### src/rtl/vram_access_pkg.sv
// Shared command/state codes for the host control path and the VRAM access engine.
// FSM encodings live here so the control block can decode engine state the same way.
package vram_access_pkg;

    localparam logic [5:0] CMD_NONE    = 6'b000000;
    localparam logic [5:0] CMD_RD_CHAR = 6'b010011;
    localparam logic [5:0] CMD_WR_CHAR = 6'b100011;
    localparam logic [5:0] CMD_CLEAR   = 6'b110000;

    localparam logic [1:0] ST_IDLE = 2'b00;
    localparam logic [1:0] ST_BUSY = 2'b01;
    localparam logic [1:0] ST_DONE = 2'b10;

    localparam logic [2:0] FSM_IDLE   = 3'd0;
    localparam logic [2:0] FSM_EXEC   = 3'd1;
    localparam logic [2:0] FSM_RD_CAP = 3'd2;
    localparam logic [2:0] FSM_CLR    = 3'd3;
    localparam logic [2:0] FSM_DONE   = 3'd4;

    // Host-visible status for a given internal FSM state.
    function automatic logic [1:0] host_state(input logic [2:0] fsm);
        case (fsm)
            FSM_IDLE: host_state = ST_IDLE;
            FSM_DONE: host_state = ST_DONE;
            default:  host_state = ST_BUSY;
        endcase
    endfunction

endpackage

### src/rtl/vram_access.sv
// Executes host read/write/clear commands on the single-port character VRAM,
// yielding the port to the display scan-out reader whenever it requests it.
module vram_access
    import vram_access_pkg::*;
#(
    parameter int          ADDR_W       = 14,
    parameter int          SCREEN_WORDS = 2400,
    parameter logic [15:0] CLEAR_WORD   = 16'h7020
) (
    input  logic              clk,
    input  logic              nrst,
    input  logic [5:0]        cmd,
    input  logic [15:0]       cmd_addr,
    input  logic [15:0]       cmd_wdata,
    output logic [15:0]       cmd_rdata,
    output logic [1:0]        state,
    input  logic              disp_req,
    input  logic [ADDR_W-1:0] disp_addr,
    output logic [15:0]       disp_data,
    output logic              disp_valid,
    output logic [ADDR_W-1:0] vram_addr,
    output logic [15:0]       vram_wdata,
    output logic              vram_we,
    input  logic [15:0]       vram_rdata
);

    localparam logic [ADDR_W-1:0] CLR_LAST = ADDR_W'(SCREEN_WORDS - 1);

    logic [2:0]        fsm;
    logic [5:0]        lat_cmd;
    logic [ADDR_W-1:0] lat_addr;
    logic [15:0]       lat_data;
    logic [ADDR_W-1:0] clr_cnt;
    logic [15:0]       disp_hold;
    logic              addr_unused;

    assign addr_unused = ^cmd_addr[15:ADDR_W];
    assign state       = host_state(fsm);

    // Display data is live on the valid cycle and held afterwards.
    assign disp_data = disp_valid ? vram_rdata : disp_hold;

    always_ff @(posedge clk or negedge nrst) begin
        if (!nrst) begin
            fsm        <= FSM_IDLE;
            lat_cmd    <= CMD_NONE;
            lat_addr   <= '0;
            lat_data   <= '0;
            clr_cnt    <= '0;
            cmd_rdata  <= '0;
            disp_valid <= 1'b0;
            disp_hold  <= '0;
        end else begin
            disp_valid <= disp_req;
            if (disp_valid)
                disp_hold <= vram_rdata;

            case (fsm)
                FSM_IDLE: begin
                    if (cmd != CMD_NONE) begin
                        lat_cmd  <= cmd;
                        lat_addr <= cmd_addr[ADDR_W-1:0];
                        lat_data <= cmd_wdata;
                        clr_cnt  <= '0;
                        fsm      <= (cmd == CMD_CLEAR) ? FSM_CLR : FSM_EXEC;
                    end
                end
                FSM_EXEC: begin
                    // Unsupported codes fall through to DONE without touching VRAM.
                    if (!disp_req)
                        fsm <= (lat_cmd == CMD_RD_CHAR) ? FSM_RD_CAP : FSM_DONE;
                end
                FSM_RD_CAP: begin
                    cmd_rdata <= vram_rdata;
                    fsm       <= FSM_DONE;
                end
                FSM_CLR: begin
                    if (!disp_req) begin
                        clr_cnt <= clr_cnt + 1'b1;
                        if (clr_cnt == CLR_LAST)
                            fsm <= FSM_DONE;
                    end
                end
                FSM_DONE: begin
                    if (cmd == CMD_NONE)
                        fsm <= FSM_IDLE;
                end
                default: fsm <= FSM_IDLE;
            endcase
        end
    end

    always_comb begin
        vram_addr  = '0;
        vram_wdata = lat_data;
        vram_we    = 1'b0;
        if (disp_req) begin
            vram_addr = disp_addr;
        end else begin
            case (fsm)
                FSM_EXEC: begin
                    if (lat_cmd == CMD_RD_CHAR) begin
                        vram_addr = lat_addr;
                    end else if (lat_cmd == CMD_WR_CHAR) begin
                        vram_addr = lat_addr;
                        vram_we   = 1'b1;
                    end
                end
                FSM_CLR: begin
                    vram_addr  = clr_cnt;
                    vram_wdata = CLEAR_WORD;
                    vram_we    = 1'b1;
                end
                default: ;
            endcase
        end
    end

endmodule

### config.mk
export PLATFORM = sky130hd
export DESIGN_NAME = vram_access
export DESIGN_NICKNAME = d
export VERILOG_FILES = /design/src/rtl/vram_access_pkg.sv /design/src/rtl/vram_access.sv
export SDC_FILE = /design/constraint.sdc
export NUM_CORES = 1
export LEC_CHECK = 0
export CAP_MARGIN = 20
export CORE_AREA = 2 2 129 81
export CTS_CLUSTER_SIZE = 16
export DETAILED_ROUTE_END_ITERATION = 7
export DIE_AREA = 0 0 131 83
export GPL_TIMING_DRIVEN = 1
export PLACE_DENSITY = 0.84
export SLEW_MARGIN = 10
export SYNTH_ARGS = -nofsm -noshare
export SYNTH_HDL_FRONTEND = slang
export SYNTH_SLANG_ARGS = --single-unit
export TNS_END_PERCENT = 100
### constraint.sdc
create_clock -name clk -period 2.1 [get_ports clk]
set_clock_uncertainty 0.15 [all_clocks]
set_input_delay 0.42 -clock clk [delete_from_list [all_inputs] [get_ports clk]]
set_output_delay 0.42 -clock clk [all_outputs]
set_load 0.01 [all_outputs]
After elaboration in Yosys (flattened, before gate mapping)
Cells that the tools add are included.
Widths: inputs -> output; s select.
- shifts and indexed selects: 0
- div/mod/pow operators: 0
- $mul: 0
- bitwise logic cells: 0
- $add $sub $neg: 1
- equal/unequal tests: 13
- order comparisons: 0
- muxes and demuxes: 23
- reductions and logical operators: 7
- operators by type and width (operator ; number):
    $mux 14 ; 5
    $pmux 14 s2 ; 2
    $mux 16 ; 3
    $mux 3 ; 6
    $pmux 3 s5 ; 1
    $add 14x1->14 const B ; 1
    $eq 14x12->1 const B ; 1
    $eq 6x6->1 const B ; 2
    $ne 2x2->1 const B ; 5
    $eq 3x2->1 const B ; 2
    $eq 6x5->1 const B ; 1
    $logic_not 6->1 ; 1
    $reduce_bool 6->1 ; 1
    $reduce_and 5->1 ; 1
    $pmux 2 s2 ; 1
    $eq 3x1->1 const B ; 1
    $eq 3x3->1 const B ; 1
    $logic_not 3->1 ; 1
    $mux 1 ; 3
    $reduce_and 3->1 ; 1
    $mux 2 ; 1
    $pmux 1 s2 ; 1
    $reduce_and 2->1 ; 1
    $reduce_bool 2->1 ; 1
- word-level logic and storage cells: 52
- output and inout bits: 66
- memories kept: 0
- bits in registers: 86
- input port bits: 71
- latch bits: 0
- bits in writable memories: 0
- memory bits (read-only): 0

Depth between registers and ports, before layout
- word-level depth: 5
- gate-level depth with buffers: 6
- mapped depth without buffers: 5

Worst setup path before layout
No wires, ideal clock.
- path kind: register to output
- start: reg lat_cmd[2]
- end: out vram_addr[10]
- setup slack: -0.258 ns
- data required time: 1.530 ns
- arrival time: 1.788 ns
- buffers on the path: 1
- stages on the path, launching flop included: 6
- cell sequence: dfrtp_1 > nand4bb_1 > nor4_1 > clkbuf_1 > a22oi_1 > o21ai_0
- cells in the longest elaborated chain, start to end: 5
- elaborated cells between the ends (all ways): 6
- classes of those cells: 2 x eq/ne; 4 x mux
- ends and longest elaborated chain (item ; RTL line ; RTL):
    start: declaration ; vram_access.sv:30 ; logic [5:0] lat_cmd;
    start signal: assignment ; vram_access.sv:61 ; lat_cmd <= cmd;
    $eq 6x6->1 ; vram_access.sv:104 ; end else if (lat_cmd == CMD_WR_CHAR) begin
    $mux 14 ; vram_access.sv:104 ;
    $mux 14 * ; vram_access.sv:102 ; if (lat_cmd == CMD_RD_CHAR) begin
    $pmux 14 s2 * ; vram_access.sv:100 ; case (fsm)
    $mux 14 * ; vram_access.sv:97 ; if (disp_req) begin
    end: declaration ; vram_access.sv:21 ; output logic [ADDR_W-1:0] vram_addr,
Every way passes the cells marked *; elsewhere a longest branch is shown, timed or not.

Worst setup path after layout
- start: reg fsm[2]
- end: out vram_addr[7]
- cells in the longest elaborated chain, start to end: 3
- elaborated cells between the ends (all ways): 4
- classes of those cells: 2 x eq/ne; 2 x mux
- ends and longest elaborated chain (item ; RTL line ; RTL):
    start: declaration ; vram_access.sv:29 ; logic [2:0] fsm;
    start signal: assignment ; vram_access.sv:65 ; fsm <= (cmd == CMD_CLEAR) ? FSM_CLR : FSM_EXEC;
    start signal: assignment ; vram_access.sv:71 ; fsm <= (lat_cmd == CMD_RD_CHAR) ? FSM_RD_CAP : FSM_DONE;
    $eq 3x2->1 / $eq 3x1->1 (equally long branches) ; vram_access.sv:100 ;
    $pmux 14 s2 * ; vram_access.sv:100 ;
    $mux 14 * ; vram_access.sv:97 ;
Marks and branches as above.

==> impl_metrics.py <==
metrics = {
    "run_status": {
        "status": "finished with violations",
        "violations": "setup timing",
    },
    "clock_network": {
        "clkTransAtPathRegs_ns": 0.06,
        "cts_made_buffers": 9,
        "ctsHtreeMaxLevel": 3,
        "clkSinkCount": 86,
        "clk_latency_ns": 0.34,
        "cts_root_buf": "clkbuf_16",
        "clockBufferDepth": 2,
        "cts_tree": "built",
    },
    "yosys": {
        "synth_edf_count": 0,
        "yosysTopAreaCell": "dfrtp_1",
        "synth_mux_area_share_pct": 18.42,
        "synthDominantCellAreaShare_pct": 55.20,
        "synthesis.area_mm2": 0.003899,
        "synth_most_common_cell": "dfrtp_1",
        "async_flop_share_pct": 100.0,
        "syn_inst": 332,
        "syn_area_per_cell_um2": 11.74,
        "ys_seq_area_share_pct": 55.20,
        "yosysUniqueCellTypes": 40,
        "ys.flop_type": "dfrtp_1",
        "synthTopCellsByCount": "dfrtp_1 (86), mux2_2 (62), nand2_1 (42)",
        "synth_area_leaders": "dfrtp_1 (55%), mux2_2 (18%), nand2_1 (4.0%)",
        "synth_top_family_by_area": "multiplexers",
        "synth_compound_area_share_pct": 6.964,
        "yosys.area_share.xor_xnor_pct": 2.022,
        "synth-simple-area-share_pct": 14.35,
        "syn_nets": 404,
        "synth-seq-cells": 86,
        "synth_adder_area_share_pct": 0.3209,
        "yosys_warnings": 0,
    },
    "global_route": {
        "grt_max_degree": 42,
        "grt_pass1_vias": 3598,
        "overflow": 0,
        "track_usage_pct": 21.45,
        "grt_pass1_wl_um": 18020,
        "antenna_found_initial": 0,
    },
    "power_and_ir_drop": {
        "power.share.clock_pct": 37.9,
        "finalPower_mw": 3.943,
        "leakagePower_nw": 2.899,
        "cellPowerDensity_mw_per_mm2": 635.7,
        "p_int_mw": 2.940,
        "power_frac_comb_pct": 15.7,
        "vdd_drop_max_mv": 0.4227,
        "p_sw_mw": 1.004,
        "p_seq_share_pct": 46.4,
        "switching_share_pct": 25.45,
    },
    "setup_path": {
        "path_common_cell": "buf_6",
        "worstSetupEndpointType": "output port",
        "critical_path_required_ns": 1.53,
        "path_cells": "nand2b_4, nor4_4, buf_4, buf_6, buf_6, a22oi_2, o21ai_1, buf_2",
        "cp.arrival_ns": 1.90,
        "critPathKind": "reg -> out",
        "crit_fanout": 2,
        "worst_path_largest_cell_delay_ns": 0.39,
        "rr_worst_depth": 7,
        "worst_path_max_delay_cell": "dfrtp_1",
        "startpoint_type": "flip-flop",
    },
    "sta": {
        "setup_ws_ns": -0.3726,
        "fmax_ghz": 0.4044,
        "worst_pin_slew_ns": 0.5518,
        "period_share_pct": 117.7,
        "layout_min_cycle_time_ns": 2.473,
        "rsz0062_at_grt": "yes",
        "maxSlewViolCount": 0,
        "finalHoldViolations": 0,
        "setup_viol": 31,
        "relSlewSlack_pct": 63.21,
    },
    "drt": {
        "drt_first_pass_iters": 4,
        "detail_route.wl_per_cell_um": 17.74,
        "vias": 3378,
        "wl_um": 11640,
        "drc": 0,
        "ant_nets": 0,
        "viasPerCell": 5.149,
        "drt-initial-drc-count": 190,
    },
    "cells_and_area": {
        "multiInputGateArea_mm2": 0.001826,
        "n_antenna_cell": 0,
        "layout-drive-gt1-share_pct": 42.23,
        "syn2layout_area_growth_pct": 59.11,
        "layout.area.seq_mm2": 0.002155,
        "finalNetCount": 588,
        "final_core_util_pct": 64.39,
        "nFillCells": 717,
    },
    "die": {
        "core_area_mm2": 0.009634,
        "die_h_um": 83,
        "die_width_um": 131,
        "num_io_pins": 137,
        "fp-row-count": 28,
        "dieArea_mm2": 0.01087,
        "start_util_pct": 40.47,
    },
    "flow_run": {
        "drv_cap": 0,
    },
    "worst_hold_path": {
        "hold_class": "in -> reg",
        "hold_depth": 3,
    },
    "placement": {
        "post-dp-hpwl_um": 7578,
        "portBuffers": 134,
        "gp_congestion": 0.8501,
    },
}
stage by stage:
step / instances / setup WS, ns / hold slack, ns / TNS (ns) / cell area, µm²
2_1_floorplan: 332 / -0.01915 / -0.02559 / -0.01915 / 3921
3_3_place_gp: 616 / -0.5346 / 0.2896 / -32.83 / 5625
3_5_place_dp: 616 / -0.5949 / 0.2970 / -35.72 / 5625
4_1_cts: 652 / -0.3500 / 0.2852 / -6.880 / 6025
5_1_grt: 656 / -0.4240 / 0.2912 / -8.410 / 6203
6_report: 656 / -0.3726 / 0.2913 / -6.462 / 6203
final cells by class:
| class | count | area share, % |
|---|---|---|
| Tap cell | 135 | 2.723 |
| Multi-Input combinational cell | 224 | 29.43 |
| Clock buffer | 13 | 4.195 |
| Sequential cell | 86 | 34.73 |
| Timing Repair Buffer | 192 | 28.40 |
| Clock inverter | 3 | 0.3025 |
| Inverter | 3 | 0.2219 |
cells in the final DEF, fill, tap and decap left out, types with 6 or more instances in the layout:
cell and count:
clkbuf_16 9, buf_6 36, a22oi_1 9, buf_2 29, buf_4 38, xor2_1 8
a22oi_2 6, o21ai_1 13, clkdlybuf4s50_1 78, mux2_2 59, nand2_1 42, and2_4 11
nor2_1 11, dfrtp_1 84
power groups by stage:
stage / combinational, mW / sequential (mW) / clock [mW]
after detailed placement: 0.605 / 1.85 / 0
after global placement: 0.580 / 1.84 / 0
final: 0.619 / 1.83 / 1.49
after floorplan: 0.235 / 1.82 / 0
after global routing: 0.666 / 1.84 / 1.61
after CTS: 0.592 / 1.82 / 1.52
cells by family after synthesis:
group | Yosys count
adders and majority gates | 1
muxes | 64
AOI/OAI and AO/OA | 42
buffers and inverters | 22
and+or+nand+nor | 108
DFF | 86
xor gates and xnor gates | 9
metal layers:
layer / vias to the layer above / wire length [µm] / global-route usage, %
li1: 1535 / - / -
met1: 1668 / 4815 / 26.20
met2: 152 / 5698 / 35.85
met3: 23 / 926 / 7.796
met4: 0 / 197 / 5.609
met5: - / 0 / 0
critical path, delay by kind of cell (launching register included):
family / cells / cell delay (ns)
compound gates: 2 / 0.20
buf+inv: 4 / 0.51
flops: 1 / 0.39
simple gates: 2 / 0.46
final timing paths:
kind	start	to	slack, ns
worst max-delay path	fsm[2]$_DFFE_PN0P_	vram_addr[7]	-0.37
worst min-delay path	cmd[0]	lat_cmd[0]$_DFFE_PN0P_	0.29
worst max register to register	fsm[2]$_DFFE_PN0P_	clr_cnt[12]$_DFFE_PN0P_	0.02
worst min register to register	disp_hold[4]$_DFF_PN0_	disp_hold[4]$_DFF_PN0_	0.34
max in group asynchronous	nrst	disp_hold[2]$_DFF_PN0_	0.71
min in group asynchronous	nrst	clr_cnt[8]$_DFFE_PN0P_	0.47
state kept, by name, indices dropped and copies added, names as in the netlist:
name        cells
cmd_rdata      16
disp_valid      1
fsm             3
lat_data       16
lat_addr       14
clr_cnt        14
disp_hold      16
lat_cmd         6
repair_timing:
action / in CTS / in global routing
pin swaps: 16 / 20
cloned: 2 / 0
endpoints found under the setup margin: 84 / 42
resized for setup: 252 / 38
hold endpoints to repair: 39 / 0
hold buffers: 1 / 0
buffers inserted: 17 / 6
No activity file was read; power rests on OpenSTA's default activity.
